File: src/rtl/lcd_req_arbiter_if.sv
// Requester-side and write-engine-side signals of the LCD request arbiter.
// The slave modport is the arbiter's view; the master modport is the environment's view.
interface lcd_req_arbiter_if;
  logic       init_done;
  logic       req0;
  logic       rs0;
  logic [7:0] data0;
  logic       ack0;
  logic       req1;
  logic       rs1;
  logic [7:0] data1;
  logic       ack1;
  logic       tx_start;
  logic       tx_rs;
  logic [7:0] tx_data;
  logic       tx_done;
  logic       busy;
  logic       owner;

  modport slave (
    input  init_done, req0, rs0, data0, req1, rs1, data1, tx_done,
    output ack0, ack1, tx_start, tx_rs, tx_data, busy, owner
  );

  modport master (
    output init_done, req0, rs0, data0, req1, rs1, data1, tx_done,
    input  ack0, ack1, tx_start, tx_rs, tx_data, busy, owner
  );
endinterface

File: src/rtl/lcd_req_arbiter.sv
// Round-robin arbiter sharing the HD44780 byte-write engine between two requesters,
// inserting the controller's post-write settle time (long after clear/home).
module lcd_req_arbiter #(
  parameter int SHORT_WAIT = 2000,
  parameter int LONG_WAIT  = 82000,
  parameter int CNT_W      = 21
) (
  input logic               clk,
  input logic               rst_n,
  lcd_req_arbiter_if.slave  bus
);

  typedef enum logic [1:0] {
    IDLE,
    ISSUE,
    WAIT_TX,
    SETTLE
  } state_t;

  state_t           state;
  logic [CNT_W-1:0] cnt;
  logic             rr_ptr;
  logic             winner;
  logic             long_cmd;

  // Tie goes to the requester that was not granted last; a sole requester always wins.
  always_comb begin
    winner = bus.req1;
    if (bus.req0 && bus.req1) winner = ~rr_ptr;
  end

  // Clear display (0x01) and return home (0x02) need the long settle time.
  assign long_cmd = !bus.tx_rs && (bus.tx_data == 8'h01 || bus.tx_data == 8'h02);

  // NOTE: all state and outputs are updated with non-blocking assignments so every
  // branch of the case sees the pre-edge values, regardless of statement order.
  always_ff @(posedge clk) begin
    if (!rst_n) begin
      state        <= IDLE;
      cnt          <= '0;
      rr_ptr       <= 1'b1;
      bus.ack0     <= 1'b0;
      bus.ack1     <= 1'b0;
      bus.tx_start <= 1'b0;
      bus.tx_rs    <= 1'b0;
      bus.tx_data  <= 8'h00;
      bus.busy     <= 1'b0;
      bus.owner    <= 1'b0;
    end else begin
      bus.ack0     <= 1'b0;
      bus.ack1     <= 1'b0;
      bus.tx_start <= 1'b0;
      case (state)
        IDLE: begin
          if (bus.init_done && (bus.req0 || bus.req1)) begin
            bus.owner    <= winner;
            rr_ptr       <= winner;
            bus.tx_rs    <= winner ? bus.rs1 : bus.rs0;
            bus.tx_data  <= winner ? bus.data1 : bus.data0;
            bus.ack0     <= ~winner;
            bus.ack1     <= winner;
            bus.tx_start <= 1'b1;
            bus.busy     <= 1'b1;
            state        <= ISSUE;
          end
        end
        ISSUE: state <= WAIT_TX;
        WAIT_TX: begin
          if (bus.tx_done) begin
            cnt   <= long_cmd ? CNT_W'(LONG_WAIT - 1) : CNT_W'(SHORT_WAIT - 1);
            state <= SETTLE;
          end
        end
        SETTLE: begin
          if (cnt == '0) begin
            bus.busy <= 1'b0;
            state    <= IDLE;
          end else begin
            cnt <= cnt - 1'b1;
          end
        end
        default: state <= IDLE;
      endcase
    end
  end

endmodule

File: src/flat_wrapper.sv
// flat-port wrapper written by rule: the top's interface ports become plain ports
module lcd_req_arbiter_flat 
#(
  parameter int SHORT_WAIT = 2000,
  parameter int LONG_WAIT  = 82000,
  parameter int CNT_W      = 21
)
  (clk, rst_n, bus_init_done, bus_req0, bus_rs0, bus_data0, bus_req1, bus_rs1, bus_data1, bus_tx_done, bus_ack0, bus_ack1, bus_tx_start, bus_tx_rs, bus_tx_data, bus_busy, bus_owner);
  lcd_req_arbiter_if bus_i ();
  input logic clk;
  input logic rst_n;
  input wire logic [$bits(bus_i.init_done)-1:0] bus_init_done;
  input wire logic [$bits(bus_i.req0)-1:0] bus_req0;
  input wire logic [$bits(bus_i.rs0)-1:0] bus_rs0;
  input wire logic [$bits(bus_i.data0)-1:0] bus_data0;
  input wire logic [$bits(bus_i.req1)-1:0] bus_req1;
  input wire logic [$bits(bus_i.rs1)-1:0] bus_rs1;
  input wire logic [$bits(bus_i.data1)-1:0] bus_data1;
  input wire logic [$bits(bus_i.tx_done)-1:0] bus_tx_done;
  output wire logic [$bits(bus_i.ack0)-1:0] bus_ack0;
  output wire logic [$bits(bus_i.ack1)-1:0] bus_ack1;
  output wire logic [$bits(bus_i.tx_start)-1:0] bus_tx_start;
  output wire logic [$bits(bus_i.tx_rs)-1:0] bus_tx_rs;
  output wire logic [$bits(bus_i.tx_data)-1:0] bus_tx_data;
  output wire logic [$bits(bus_i.busy)-1:0] bus_busy;
  output wire logic [$bits(bus_i.owner)-1:0] bus_owner;
  assign bus_i.init_done = bus_init_done;
  assign bus_i.req0 = bus_req0;
  assign bus_i.rs0 = bus_rs0;
  assign bus_i.data0 = bus_data0;
  assign bus_i.req1 = bus_req1;
  assign bus_i.rs1 = bus_rs1;
  assign bus_i.data1 = bus_data1;
  assign bus_i.tx_done = bus_tx_done;
  assign bus_ack0 = bus_i.ack0;
  assign bus_ack1 = bus_i.ack1;
  assign bus_tx_start = bus_i.tx_start;
  assign bus_tx_rs = bus_i.tx_rs;
  assign bus_tx_data = bus_i.tx_data;
  assign bus_busy = bus_i.busy;
  assign bus_owner = bus_i.owner;
  lcd_req_arbiter #(.SHORT_WAIT(SHORT_WAIT), .LONG_WAIT(LONG_WAIT), .CNT_W(CNT_W)) u_core (.clk(clk), .rst_n(rst_n), .bus(bus_i));
endmodule
File: config.mk
export PLATFORM = sky130hd
export DESIGN_NAME = lcd_req_arbiter_flat
export DESIGN_NICKNAME = d
export VERILOG_FILES = /design/src/rtl/lcd_req_arbiter_if.sv /design/src/rtl/lcd_req_arbiter.sv /design/src/flat_wrapper.sv
export SDC_FILE = /design/constraint.sdc
export NUM_CORES = 1
export LEC_CHECK = 0
export ABC_AREA = 1
export CORE_MARGIN = 4
export CORE_UTILIZATION = 53
export CTS_CLUSTER_DIAMETER = 60
export DETAILED_ROUTE_END_ITERATION = 8
export PLACE_DENSITY = 0.87
export SYNTH_ARGS = -nofsm -noshare
export SYNTH_HDL_FRONTEND = slang
export SYNTH_SLANG_ARGS = --single-unit
export TNS_END_PERCENT = 5
File: constraint.sdc
create_clock -name clk -period 2.1 [get_ports clk]
set_input_delay 0.42 -clock clk [delete_from_list [all_inputs] [get_ports clk]]
set_output_delay 0.42 -clock clk [all_outputs]
set_load 0.005 [all_outputs]
## Word-level counts from Yosys, hierarchy flattened

Cells that the tools add are included.

| storage, ports and cells | value |
|---|---|
| memories | 0 |
| bits in latches | 0 |
| RAM bits | 0 |
| memory bits (read-only) | 0 |
| output and inout port bits | 14 |
| bits of input ports | 24 |
| flip-flop bits (word level) | 38 |

| cells by class | value |
|---|---|
| reduce and logical (&&, ||, !) cells | 16 |
| bitwise operators | 2 |
| add/sub/neg operators | 1 |
| $mul | 0 |
| equal/unequal tests | 9 |
| muxes and demuxes | 15 |
| div/mod/pow operators | 0 |
| shifts and indexed selects | 0 |
| $lt $le $gt $ge | 0 |

Operators by type and width:

| kind | number |
|---|---|
| $mux 21 | 2 |
| $pmux 21 s2 | 1 |
| $logic_not 21->1 | 1 |
| $sub 21x1->21 const B | 1 |
| $mux 17 | 1 |
| $reduce_and 3->1 | 4 |
| $eq 8x1->1 const B | 1 |
| $eq 8x2->1 const B | 1 |
| $mux 8 | 1 |
| $pmux 2 s4 | 1 |
| $mux 2 | 3 |
| $mux 1 | 5 |
| $eq 2x2->1 const B | 2 |
| $ne 2x1->1 const B | 2 |
| $ne 2x2->1 const B | 2 |
| $reduce_and 2->1 | 2 |
| $reduce_bool 2->1 | 2 |
| $logic_and 1x1->1 | 3 |
| $eq 2x1->1 const B | 1 |
| $logic_not 2->1 | 1 |
| $logic_or 1x1->1 | 2 |
| $not 1->1 | 2 |
| $pmux 1 s2 | 1 |
| $logic_not 1->1 | 1 |

## Logic depth before layout (Yosys ltp)

Gate-level depths: netlist (run 1).

| depth | value |
|---|---|
| depth after elaboration | 6 |
| mapped depth | 10 |

## Least setup slack after synthesis (run 1)

OpenSTA, ideal clock, no wires.

| path | value |
|---|---|
| path kind | flip-flop to flip-flop |
| start | register u_core.cnt[0] |
| end | register u_core.cnt[8] |
| path buffers | 0 |
| setup slack | 0.650 ns |
| stages on the path, launching flop included | 10 |
| setup time | 0.064 ns |
| arrival time | 1.385 ns |
| period minus slack after synthesis | 1.450 ns |
| cells stage by stage | dfxtp_1 inv_1 ha_1 nand2_2 nor2_2 inv_2 or2_0 a21oi_1 nor2_1 nor2_1 |

| between the ends | value |
|---|---|
| longest elaborated chain between the ends | 3 |
| elaborated cells between the ends (all ways) | 6 |

RTL lines:

| item | RTL line | RTL |
|---|---|---|
| start: declaration | lcd_req_arbiter.sv:21 | `logic [CNT_W-1:0] cnt;` |
| start signal: assignment | lcd_req_arbiter.sv:70 | `cnt <= long_cmd ? CNT_W'(LONG_WAIT - 1) : CNT_W'(SHORT_WAIT - 1);` |
| start signal: assignment | lcd_req_arbiter.sv:79 | `cnt <= cnt - 1'b1;` |
| $sub 21x1->21 or $logic_not 21->1 (tied branches) | lcd_req_arbiter.sv:79, lcd_req_arbiter.sv:75 |  |
| $mux 21 or $ne 2x2->1 (tied branches) | n/a |  |
| $pmux 21 s2 or $reduce_and 3->1 (tied branches) | n/a |  |

Parallel ways exist; a longest one is shown, timed or not. The select of a mux whose other input is x is not followed.
A chain may end at the register's enable or synchronous reset.

## Worst setup path after layout (run 1)

Ends and elaborated chain as after synthesis.

==> impl_results.md, run 1 <==
- DRC: 0
- Post-cts resize count: 0
- P_leak: about 1.3 nW
- Num CTS Buffers: 5
- Min cycle time layout: 1.65 ns
- Routability cong.: ~0.92
- Std cell rows: 23
- R2r endpoint: u_core.cnt[8]$_SDFFE_PN0P_
- Status: finished, final reports clean
- Routed wire length: 5490 µm
- Via count: roughly 2.3k
- Die Ht: roughly 73 µm
- Crit. End Element: flop
- Yosys reg bits: 38
- Slew @ Worst Pin: between 0.3 and 0.4 ns
- Synthesis-to-layout area growth: 25.1%
- Cell count after synthesis: about 340
- R2R depth: 9
- Synth Flop Type: dfxtp_1
- Post-route clock skew: roughly 0.0048 ns
- Largest net degree at the start of global routing: 24
- Vias per cell: between 5 and 6
- Grt ovf: 0
- Hold crit path type: reg -> reg
- Fill cells: 350
- H-tree lvl count: 2
- TNS Setup: 0 ns
- Number of global-route vias before repair: 2352
- GRT Total Usage: 23.2%
- Critical Path AT: between 1.5 and 2 ns
- Crit path kind: reg -> reg
- Final net count: 410
- Setup violators final: 0
- Antenna-violating nets left: 0
- CP max FO: 6
- Worst hold slack: between 0.4 and 0.5 ns
- Yosys cell types: 31
- Postcts setup bufs: 0
- Synth Warn #: 0
- Core box area: between 4000 and 5000 µm²
- Power density over the cells: 1440 nW/µm²
- Unrepaired setup endpoints after global routing: false
- HPWL after detailed placement: roughly 4000 µm
- Crit start category: flop
- Clk sinks: 38
- Slew Limit Fails: 0
- Asr flop ratio synth: 0%
- Clock Power Share: a little under a fifth
- Fmax: slightly above 600 MHz
- Global routing usage on met2: between 30% and 40%
- Ratio of cells with drive above 1 in the final layout: 9.97%
- Hold_buf cts: 0
- Worst-path clk slew: 0.08 ns
- Initial Utilization: between 50 and 60%
- Antenna violations before repair: 0
- Die Footprint: approximately 5300 µm²
- Worst EP required: roughly 2.3 ns
- Fin crit share: around 79%
- Hold path start: u_core.bus.owner$_SDFFE_PN0P_
- Sequential share of power: between 20% and 30%
- Switching Fraction: about 44%
- Post-synth EDFFs: 0
- Hold Fails Final Rpt: 0
- TritonCTS clock tree: done
- Buffers on Ports: 37
- P_int: approximately 2.3 mW
- Met3 Use GR: about 6.2%
- Peak VDD IR: 0.000605 V
- Iter 0 DRT Violations: ~180
- Mapped Nets: between 300 and 400
- Maxcap violations: 0
- Hold path depth: 2
- Worst R2R Start: u_core.cnt[0]$_SDFFE_PN0P_
- Logic pwr share: 55.5%
- Net Sw Power: 1.78 mW
- Routed WL per cell: about 13 µm
- Post-Route Utilization: between 60% and 70%
- Num ports: 38
- First-pass GRT wire length: around 10000 µm
- Clock tree buffer depth: 2
- Layer carrying the most global-route usage: met2
- Register area share after synthesis: roughly a third
- Slew HR: 79.0%
- First drt pass iteration count: 4
- DIE WIDTH: between 70 and 80 µm
- Clock latency on the worst-skew pair: around 0.3 ns
- Hold Path Sink: u_core.bus.owner$_SDFFE_PN0P_
- Mapped Area: about 2200 µm²
- Antenna cells: 0
- Worst R2R Setup Slack: around 0.45 ns
- Synthesized area per cell: 6.59 µm²
- Root buffer cell: clkbuf_8
- GR Layer Usage met1: about 27%
-- layout make-up --
class	instances	area (µm²)	share of cell area (%)
clock buffers	6	82.6	2.95
clock inverters	2	60.1	2.15
inverters	25	93.8	3.36
multi-input cells	265	1310	46.7
flip-flops and latches	38	761	27.2
well taps	50	62.6	2.24
repair buffers	45	430	15.4
-- stage by stage --
| stage | total power [mW] | worst slack, ns | cell area [µm²] | cells |
|---|---|---|---|---|
| 2_1_floorplan | 2.76 | 0.650 | 2230 | 339 |
| 3_3_place_gp | 3.17 | 0.220 | 2650 | 423 |
| 3_5_place_dp | 3.24 | 0.160 | 2650 | 423 |
| 4_1_cts | 4.03 | 0.452 | 2800 | 431 |
| 5_1_grt | 4.44 | 0.250 | 2800 | 431 |
| 6_report | 4.03 | 0.446 | 2800 | 431 |
-- worst max-delay path, cell delays in order, from the launching register on --
cell     delay, ns
dfxtp_1       0.33
inv_1         0.18
ha_1          0.26
nand2_2       0.10
nor2_2        0.21
inv_2         0.05
or2_0         0.19
a21oi_1       0.13
nor2_1        0.06
nor2_1        0.09
-- cells in the final DEF, fill, tap and decap left out --
cell type	Yosys	layout
a21o_1	2	2
a21oi_1	36	36
a21oi_2	1	1
buf_4	2	8
bufinv_16	0	2
clkbuf_8	0	6
clkdlybuf4s50_1	0	37
clkinv_1	3	3
dfxtp_1	38	38
ha_1	6	6
inv_1	20	20
inv_2	2	2
nand2_1	74	74
nand2_2	6	6
nand2_4	1	1
nand3_1	34	34
nand3_2	2	2
nand3_4	1	1
nand3b_1	2	2
nand4_1	3	3
nor2_1	58	58
nor2_2	4	4
nor2_4	3	3
nor3_1	4	4
nor4_1	1	1
o21ai_0	13	13
o21ai_1	5	5
or2_0	3	3
or2_2	2	2
xnor2_1	1	1
xor2_1	3	3
-- power groups by stage --
| stage | logic (mW) | registers [mW] | clock network [mW] |
|---|---|---|---|
| after global routing | 2.58 | 1.04 | 0.814 |
| final | 2.24 | 1.02 | 0.773 |
| after detailed placement | 2.21 | 1.03 | 0 |
| after floorplan | 1.76 | 1.00 | 0 |
| after global placement | 2.14 | 1.02 | 0 |
| after CTS | 2.23 | 1.02 | 0.784 |
-- how the worst max path moves through the flow --
stage,slack [ns],endpoint,startpoint,cells past startpoint
2_1_floorplan,0.65,u_core.cnt[8]$_SDFFE_PN0P_,u_core.cnt[0]$_SDFFE_PN0P_,9
3_3_place_gp,0.22,u_core.bus.tx_data[7]$_SDFFE_PN0P_,bus_req0,7
3_5_place_dp,0.16,u_core.bus.tx_data[7]$_SDFFE_PN0P_,bus_req0,7
4_1_cts,0.45,u_core.cnt[20]$_SDFFE_PN0P_,u_core.cnt[0]$_SDFFE_PN0P_,9
5_1_grt,0.25,u_core.cnt[20]$_SDFFE_PN0P_,u_core.cnt[0]$_SDFFE_PN0P_,9
6_report,0.45,u_core.cnt[8]$_SDFFE_PN0P_,u_core.cnt[0]$_SDFFE_PN0P_,9
-- metal layers --
metal	part of all wire, %	routed length [µm]	up-vias
met1	42	2320	1068
met2	50	2730	68
met5	0	0	-
met4	1.2	68	0
met3	6.8	374	6
li1	-	-	1178
-- logic make-up after synthesis --
kind of cell / count (synthesis) / synth area share, %
buffers and inverters: 36 / 7.50
adders and majority gates: 6 / 3.36
xor gates and xnor gates: 4 / 1.57
AOI/OAI and AO/OA: 57 / 13.2
and+or+nand+nor: 198 / 40.4
DFF: 38 / 34.0
-- state kept, by name, indices dropped and copies added (netlist names) --
register,cells
u_core.bus.busy,1
u_core.bus.owner,1
u_core.bus.ack1,1
u_core.cnt,21
u_core.bus.tx_rs,1
u_core.bus.tx_data,8
u_core.rr_ptr,1
u_core.state,2
u_core.bus.tx_start,1
u_core.bus.ack0,1
-- synth_stat cells (2+ instances only) --
master    instances  area share (%)
a21o_1            2            0.67
xor2_1            3             1.2
buf_4             2            0.67
nor2_4            3             1.5
nand2_1          74              12
dfxtp_1          38              34
nand4_1           3            0.84
nand3b_1          2            0.67
inv_1            20             3.4
inv_2             2            0.34
nor2_1           58             9.7
nand2_2           6             1.7
nor3_1            4            0.90
or2_0             3            0.84
nor2_2            4             1.1
nand3_2           2            0.90
or2_2             2            0.56
clkinv_1          3            0.50
clkbuf_1          4            0.67
o21ai_1           5             1.1
buf_2             2            0.45
o21ai_0          13             2.9
ha_1              6             3.4
buf_6             3             1.5
nand3_1          34             7.6
a21oi_1          36             8.1
Power figures use the tool's default switching activity.
==> run 2, diff against run 1 <==
--- a/config.mk
+++ b/config.mk
@@ -7,10 +7,10 @@
 export LEC_CHECK = 0
 export ABC_AREA = 1
 export CORE_MARGIN = 4
-export CORE_UTILIZATION = 53
+export CORE_UTILIZATION = 48
 export CTS_CLUSTER_DIAMETER = 60
 export DETAILED_ROUTE_END_ITERATION = 8
-export PLACE_DENSITY = 0.87
+export PLACE_DENSITY = 0.83
 export SYNTH_ARGS = -nofsm -noshare
 export SYNTH_HDL_FRONTEND = slang
 export SYNTH_SLANG_ARGS = --single-unit
==> constraint.sdc (replaced) <==
create_clock -name clk -period 1.4 [get_ports clk]
set_input_delay 0.28 -clock clk [delete_from_list [all_inputs] [get_ports clk]]
set_output_delay 0.28 -clock clk [all_outputs]
set_load 0.005 [all_outputs]
==> impl_results.md, run 2 (same netlist as run 1, synthesis figures left out) <==
- Status: finished with violations
- Violated checks: setup timing
- Min cycle time layout: 1.60 ns (-0.0518 ns)
- Antenna-violating nets left: 0 (unchanged)
- Crit start category: flop
- Synthesis-to-layout area growth: 57.6%
- Die Footprint: 5810 µm² (+9.2%)
- Crit path kind: reg -> reg
- Fmax: 624 MHz (+3.2%)
- Worst-path clk slew: 0.08 ns (about the same)
- Via count: 2737 (+18%)
- Placed cell areas: 3120 µm² (+17%)
- Clk sinks: 38 (unchanged)
- Worst R2R Setup Slack: -0.20 ns (-0.65 ns)
- GRT Total Usage: 25.0% (+1.8 points)
- Iter 0 DRT Violations: 186 (+5.1%)
- Die Ht: 76.2 µm (+4.5%)
- HPWL after detailed placement: 4750 µm (+17%)
- Buf/Inv on CP: 1 (-1)
- Final worst setup slack: -0.202 ns (-0.648 ns)
- Worst hold slack: 0.480 ns (+0.000783 ns)
- Largest regs: u_core.cnt x21, u_core.bus.tx_data x8, u_core.state x2
- Antenna violations before repair: 0 (unchanged)
- R2R depth: 9 (unchanged)
- Largest net degree at the start of global routing: 21 (-13%)
- Max reg flops: 21 (unchanged)
- Slowest stage cell, crit path: dfxtp_1
- P_leak: 1.69 nW (+35%)
- H-tree lvl count: 2 (unchanged)
- Critical Path AT: 1.78 ns (-0.11 ns)
- Peak VDD IR: 0.00103 V (+70%)
- Hold path start: u_core.bus.owner$_SDFFE_PN0P_
- Most frequent cells in the layout: nand2_1, buf_4, nor2_1, nand3_1, a21oi_1
- Worst EP required: 1.58 ns (-0.76 ns)
- Crit path largest cell delay: 0.34 ns (about the same)
- Routability cong.: 0.908 (-1.8%)
- Slew @ Worst Pin: 0.407 ns (+0.0953 ns)
- Hold crit path type: reg -> reg
- Clock latency on the worst-skew pair: 0.30 ns (about the same)
- Vias per cell: 5.56 (+3.3%)
- Fill cells: 276 (-21%)
- Post-route clock skew: 0.0117 ns (+0.00688 ns)
- Family with the most delay on the worst path: simple AND/OR/NAND/NOR gates
- Clock tree buffer depth: 2 (unchanged)
- Hold Path Sink: u_core.bus.owner$_SDFFE_PN0P_
- Routed WL per cell: 15.3 µm (+20%)
- Fin crit share: 114% (+36 points)
- Cell breakdown of the critical path: nor2_1, nand2_1, nor2_1, nand3_2, nand3_4, nand2_8, buf_4, nand2_1, a21oi_2
- Power density over the cells: 2230 nW/µm² (+55%)
- Antenna cells: 0 (unchanged)
- Worst R2R Start: u_core.cnt[16]$_SDFFE_PN0P_
- Final net count: 469 (+14%)
- Root buffer cell: clkbuf_8
- Unrepaired setup endpoints after global routing: true
- Initial Utilization: 50.3% (-5.2 points)
- Grt ovf: 0 (unchanged)
- First drt pass iteration count: 5 (+1)
- TNS Setup: -2.66 ns (-2.66 ns)
- Maxcap violations: 0 (unchanged)
- Ratio of cells with drive above 1 in the final layout: 37.0% (+27 points)
- Post-Layout Inst Area: 3520 µm² (+26%)
- Largest register by flop count: u_core.cnt
- Total power: 7.85 mW (+95%)
- Number of global-route vias before repair: 2750 (+17%)
- Num ports: 38 (unchanged)
- Slew Limit Fails: 0 (unchanged)
- First-pass GRT wire length: 12000 µm (+22%)
- R2r endpoint: u_core.cnt[11]$_SDFFE_PN0P_
- Hold Fails Final Rpt: 0 (unchanged)
- Most common cell after layout, fill and taps aside: nand2_1
- Routed wire length: 7550 µm (+37%)
- Num CTS Buffers: 5 (unchanged)
- DRC: 0 (unchanged)
- Core box area: 4440 µm² (+10%)
- CP max FO: 6 (unchanged)
- Hold_buf cts: 0 (unchanged)
- Crit. End Element: flop
- Hold path depth: 2 (unchanged)
- TritonCTS clock tree: done
- Setup violators final: 24 (+24)
- Std cell rows: 24 (+4.3%)
- DIE WIDTH: 76.2 µm (+4.5%)
- Buffers on Ports: 37 (unchanged)
- Slew HR: 72.6% (-6.4 points)
run 2: routing by layer:
metal	vias up	global-route usage (%)	part of all wire, %
li1	1305	-	-
met1	1258	25.5	38
met2	140	46.9	50
met3	34	6.74	7.6
met4	0	11.4	3.8
met5	-	0	0
run 2: final cells by class:
type	count	area [µm²]	area share, %
well taps	52	65.1	1.85
clock inverters	3	68.8	1.95
flip-flops and latches	38	785	22.3
repair buffers	103	918	26.1
inverters	25	95.1	2.70
clock buffers	5	68.8	1.95
multi-input cells	266	1520	43.2
run 2: worst register-to-register path, cell delays in order (launching register included):
cell     delay (ns)
dfxtp_1        0.34
nor2_1         0.17
nand2_1        0.11
nor2_1         0.14
nand3_2        0.13
nand3_4        0.17
nand2_8        0.09
buf_4          0.16
nand2_1        0.11
a21oi_2        0.08
run 2: repair_timing:
action	4_1_cts	5_1_grt
gates cloned	1	0
setup buffers	3	2
setup endpoints to repair	49	34
pin swaps	10	10
gates resized for setup	53	40
run 2: how the worst max path moves through the flow:
| stage | start | endpoint | slack [ns] | depth (start not counted) |
|---|---|---|---|---|
| finish | u_core.cnt[16]$_SDFFE_PN0P_ | u_core.cnt[11]$_SDFFE_PN0P_ | -0.20 | 9 |
| global route | u_core.cnt[0]$_SDFFE_PN0P_ | u_core.cnt[11]$_SDFFE_PN0P_ | -0.28 | 10 |
| CTS | u_core.cnt[0]$_SDFFE_PN0P_ | u_core.cnt[10]$_SDFFE_PN0P_ | -0.08 | 10 |
| detailed placement | bus_req1 | u_core.bus.tx_data[7]$_SDFFE_PN0P_ | -0.24 | 7 |
| global placement | bus_req1 | u_core.bus.tx_data[7]$_SDFFE_PN0P_ | -0.16 | 7 |
| floorplan | u_core.cnt[0]$_SDFFE_PN0P_ | u_core.cnt[8]$_SDFFE_PN0P_ | 0.009 | 10 |
run 2: stage by stage:
step / setup slack, ns / util, % / std cells
final: -0.202 / 79.2 / 492
after global routing: -0.275 / 79.2 / 492
after CTS: -0.0841 / 75.8 / 490
after detailed placement: -0.237 / 70.2 / 478
after global placement: -0.161 / 70.2 / 478
after floorplan: 0.00948 / - / 339
run 2: report_power, final:
part           total [mW]  switching [mW]  leakage, nW  internal [mW]
combinational        5.13            2.81         1.31           2.32
sequential           1.58           0.235        0.318           1.34
clock                1.14           0.431       0.0683          0.714
total                7.85            3.47         1.69           4.38
==> run 3, diff against run 2 <==
--- a/config.mk
+++ b/config.mk
@@ -6,7 +6,7 @@
 export NUM_CORES = 1
 export LEC_CHECK = 0
 export ABC_AREA = 1
-export CORE_MARGIN = 4
+export CORE_MARGIN = 10
 export CORE_UTILIZATION = 48
 export CTS_CLUSTER_DIAMETER = 60
 export DETAILED_ROUTE_END_ITERATION = 8
==> constraint.sdc (replaced) <==
create_clock -name clk -period 1.3 [get_ports clk]
set_input_delay 0.26 -clock clk [delete_from_list [all_inputs] [get_ports clk]]
set_output_delay 0.26 -clock clk [all_outputs]
set_load 0.005 [all_outputs]
==> impl_results.md, run 3 (same netlist as run 1, synthesis figures left out) <==
- TritonCTS clock tree: done
- Root buffer cell: clkbuf_8
- Largest net degree at the start of global routing: 21 (unchanged)
- P_int: 4.32 mW (-1.3%)
- Total power: 7.99 mW (+1.7%)
- Core box area: 4440 µm² (unchanged)
- Clock tree buffer depth: 2 (unchanged)
- Power density over the cells: 2330 nW/µm² (+4.3%)
- Die Footprint: 7780 µm² (+34%)
- Crit start category: flop
- Clock latency on the worst-skew pair: 0.30 ns (about the same)
- Largest regs: u_core.cnt x21, u_core.bus.tx_data x8, u_core.state x2
- DRC: 0 (unchanged)
- TNS Setup: -4.25 ns (-1.59 ns)
- Initial Utilization: 50.3% (unchanged)
- Num CTS Buffers: 5 (unchanged)
- Net Sw Power: 3.66 mW (+5.5%)
- Unrepaired setup endpoints after global routing: true
- Post-route clock skew: 0.00939 ns (-0.00230 ns)
- Slew @ Worst Pin: 0.297 ns (-0.110 ns)
- Num ports: 38 (unchanged)
- Clk sinks: 38 (unchanged)
- Fill cells: 292 (+5.8%)
- P_leak: 1.63 nW (-3.5%)
- HPWL after detailed placement: 4840 µm (+1.9%)
- Setup violators final: 24 (unchanged)
- Grt ovf: 0 (unchanged)
- Fmax: 638 MHz (+2.2%)
- Most frequent cells in the layout: nand2_1, buf_4, nor2_1, a21oi_1, nand3_1
- Sequential share of power: 20.9% (+0.8 points)
- Crit. End Element: flop
- Worst-path clk slew: 0.08 ns (about the same)
- Antenna cells: 0 (unchanged)
- Clock Power Share: 10.9% (-3.7 points)
- First-pass GRT wire length: 11600 µm (-3.3%)
- Hold crit path type: reg -> reg
- Std cell rows: 24 (unchanged)
- Switching Fraction: 45.9% (+1.6 points)
- Routed wire length: 7200 µm (-4.6%)
- Status: finished with violations
- Violated checks: setup timing
- Routed WL per cell: 14.7 µm (-4.4%)
- First drt pass iteration count: 6 (+1)
- Hold path depth: 2 (unchanged)
- Via count: 2660 (-2.8%)
- Die Ht: 88.2 µm (+16%)
- Logic pwr share: 68.1% (+2.8 points)
- H-tree lvl count: 2 (unchanged)
- Final net count: 468 (-0.21%)
- Buffers on Ports: 37 (unchanged)
- CP max FO: 11 (+5)
- Fin crit share: 121% (+6.2 points)
- Synthesis-to-layout area growth: 53.6%
- GRT Total Usage: 18.3% (-6.7 points)
- Hold Fails Final Rpt: 0 (unchanged)
- Final worst setup slack: -0.268 ns (-0.0661 ns)
- Number of global-route vias before repair: 2633 (-4.3%)
- Largest register by flop count: u_core.cnt
- Routability cong.: 0.949 (+4.6%)
- Critical Path AT: 1.76 ns (-0.02 ns)
- Most common cell after layout, fill and taps aside: nand2_1
- Worst EP required: 1.50 ns (-0.08 ns)
- Vias per cell: 5.42 (-2.6%)
- Min cycle time layout: 1.57 ns (-0.0339 ns)
- Crit path kind: reg -> reg
- DIE WIDTH: 88.2 µm (+16%)
- R2R depth: 10 (+1)
- Antenna-violating nets left: 0 (unchanged)
- Slew HR: 80.0% (+7.4 points)
- Antenna violations before repair: 0 (unchanged)
- Iter 0 DRT Violations: 236 (+27%)
- Peak VDD IR: 0.00109 V (+5.7%)
- Max reg flops: 21 (unchanged)
- Maxcap violations: 0 (unchanged)
- Ratio of cells with drive above 1 in the final layout: 34.6% (-2.4 points)
- Slew Limit Fails: 0 (unchanged)
run 3: cell types whose count changed in the layout (fill, tap and decap cells not counted), moves of 2 or more:
cell | previous run | this run
a21oi_1 | 24 | 34
a21oi_2 | 12 | 3
nor2_2 | 14 | 18
dfxtp_1 | 19 | 22
dfxtp_2 | 19 | 16
buf_6 | 1 | 3
bufinv_16 | 2 | 0
clkdlybuf4s15_1 | 0 | 2
ha_4 | 1 | 3
nand2_4 | 2 | 4
nor2_1 | 41 | 39
nor2_4 | 10 | 8
run 3: power by group through the flow:
stage / combinational (mW) / clock, mW / sequential, mW
global route: 5.93 / 0.939 / 1.71
floorplan: 2.97 / 0 / 1.66
CTS: 4.97 / 0.877 / 1.66
detailed placement: 4.74 / 0 / 1.66
finish: 5.44 / 0.873 / 1.67
global placement: 4.60 / 0 / 1.64
run 3: critical path: stages, from the launching register on:
cell	delay, ns
dfxtp_2	0.34
inv_2	0.07
ha_4	0.12
nand2_1	0.07
nor2_2	0.15
nand3_2	0.12
nand3_4	0.10
nand2_4	0.10
buf_12	0.16
o21ai_1	0.16
nor2_1	0.07
run 3: final timing paths:
kind,from,to,slack (ns)
worst max-delay path,u_core.cnt[1]$_SDFFE_PN0P_,u_core.cnt[10]$_SDFFE_PN0P_,-0.27
worst min-delay path,u_core.bus.owner$_SDFFE_PN0P_,u_core.bus.owner$_SDFFE_PN0P_,0.47
worst max register to register,u_core.cnt[1]$_SDFFE_PN0P_,u_core.cnt[10]$_SDFFE_PN0P_,-0.27
worst min register to register,u_core.bus.owner$_SDFFE_PN0P_,u_core.bus.owner$_SDFFE_PN0P_,0.47
run 3: layout make-up:
type / count / area [µm²] / area share (%)
Tap cell: 52 / 65.1 / 1.90
Multi-Input combinational cell: 265 / 1490 / 43.3
Clock inverter: 1 / 5.00 / 0.146
Sequential cell: 38 / 781 / 22.7
Inverter: 25 / 97.6 / 2.84
Timing Repair Buffer: 103 / 912 / 26.6
Clock buffer: 7 / 86.3 / 2.52
run 3: per-layer routing:
layer,GRT usage (%),part of all wire [%],up-vias
li1,-,-,1299
met1,20.6,39,1193
met2,31.7,50,144
met3,6.43,9.2,24
met4,6.02,2.3,0
met5,0,0,-
run 3: through the flow:
stage	instance area (µm²)	setup WS [ns]	hold slack, ns	cells	util [%]
after floorplan	2300	-0.0477	0.373	339	-
after global placement	3200	-0.259	0.466	481	71.9
after detailed placement	3200	-0.299	0.464	481	71.9
after CTS	3340	-0.162	0.471	490	75.2
after global routing	3430	-0.356	0.505	491	77.2
final	3430	-0.268	0.469	491	77.2
run 3: what timing repair did:
item | in CTS | in global routing
buffers inserted | 1 | 1
hold buffers | 0 | 0
setup endpoints to repair | 49 | 37
pin swaps | 5 | 4
cloned | 0 | 0
resized for setup | 42 | 29
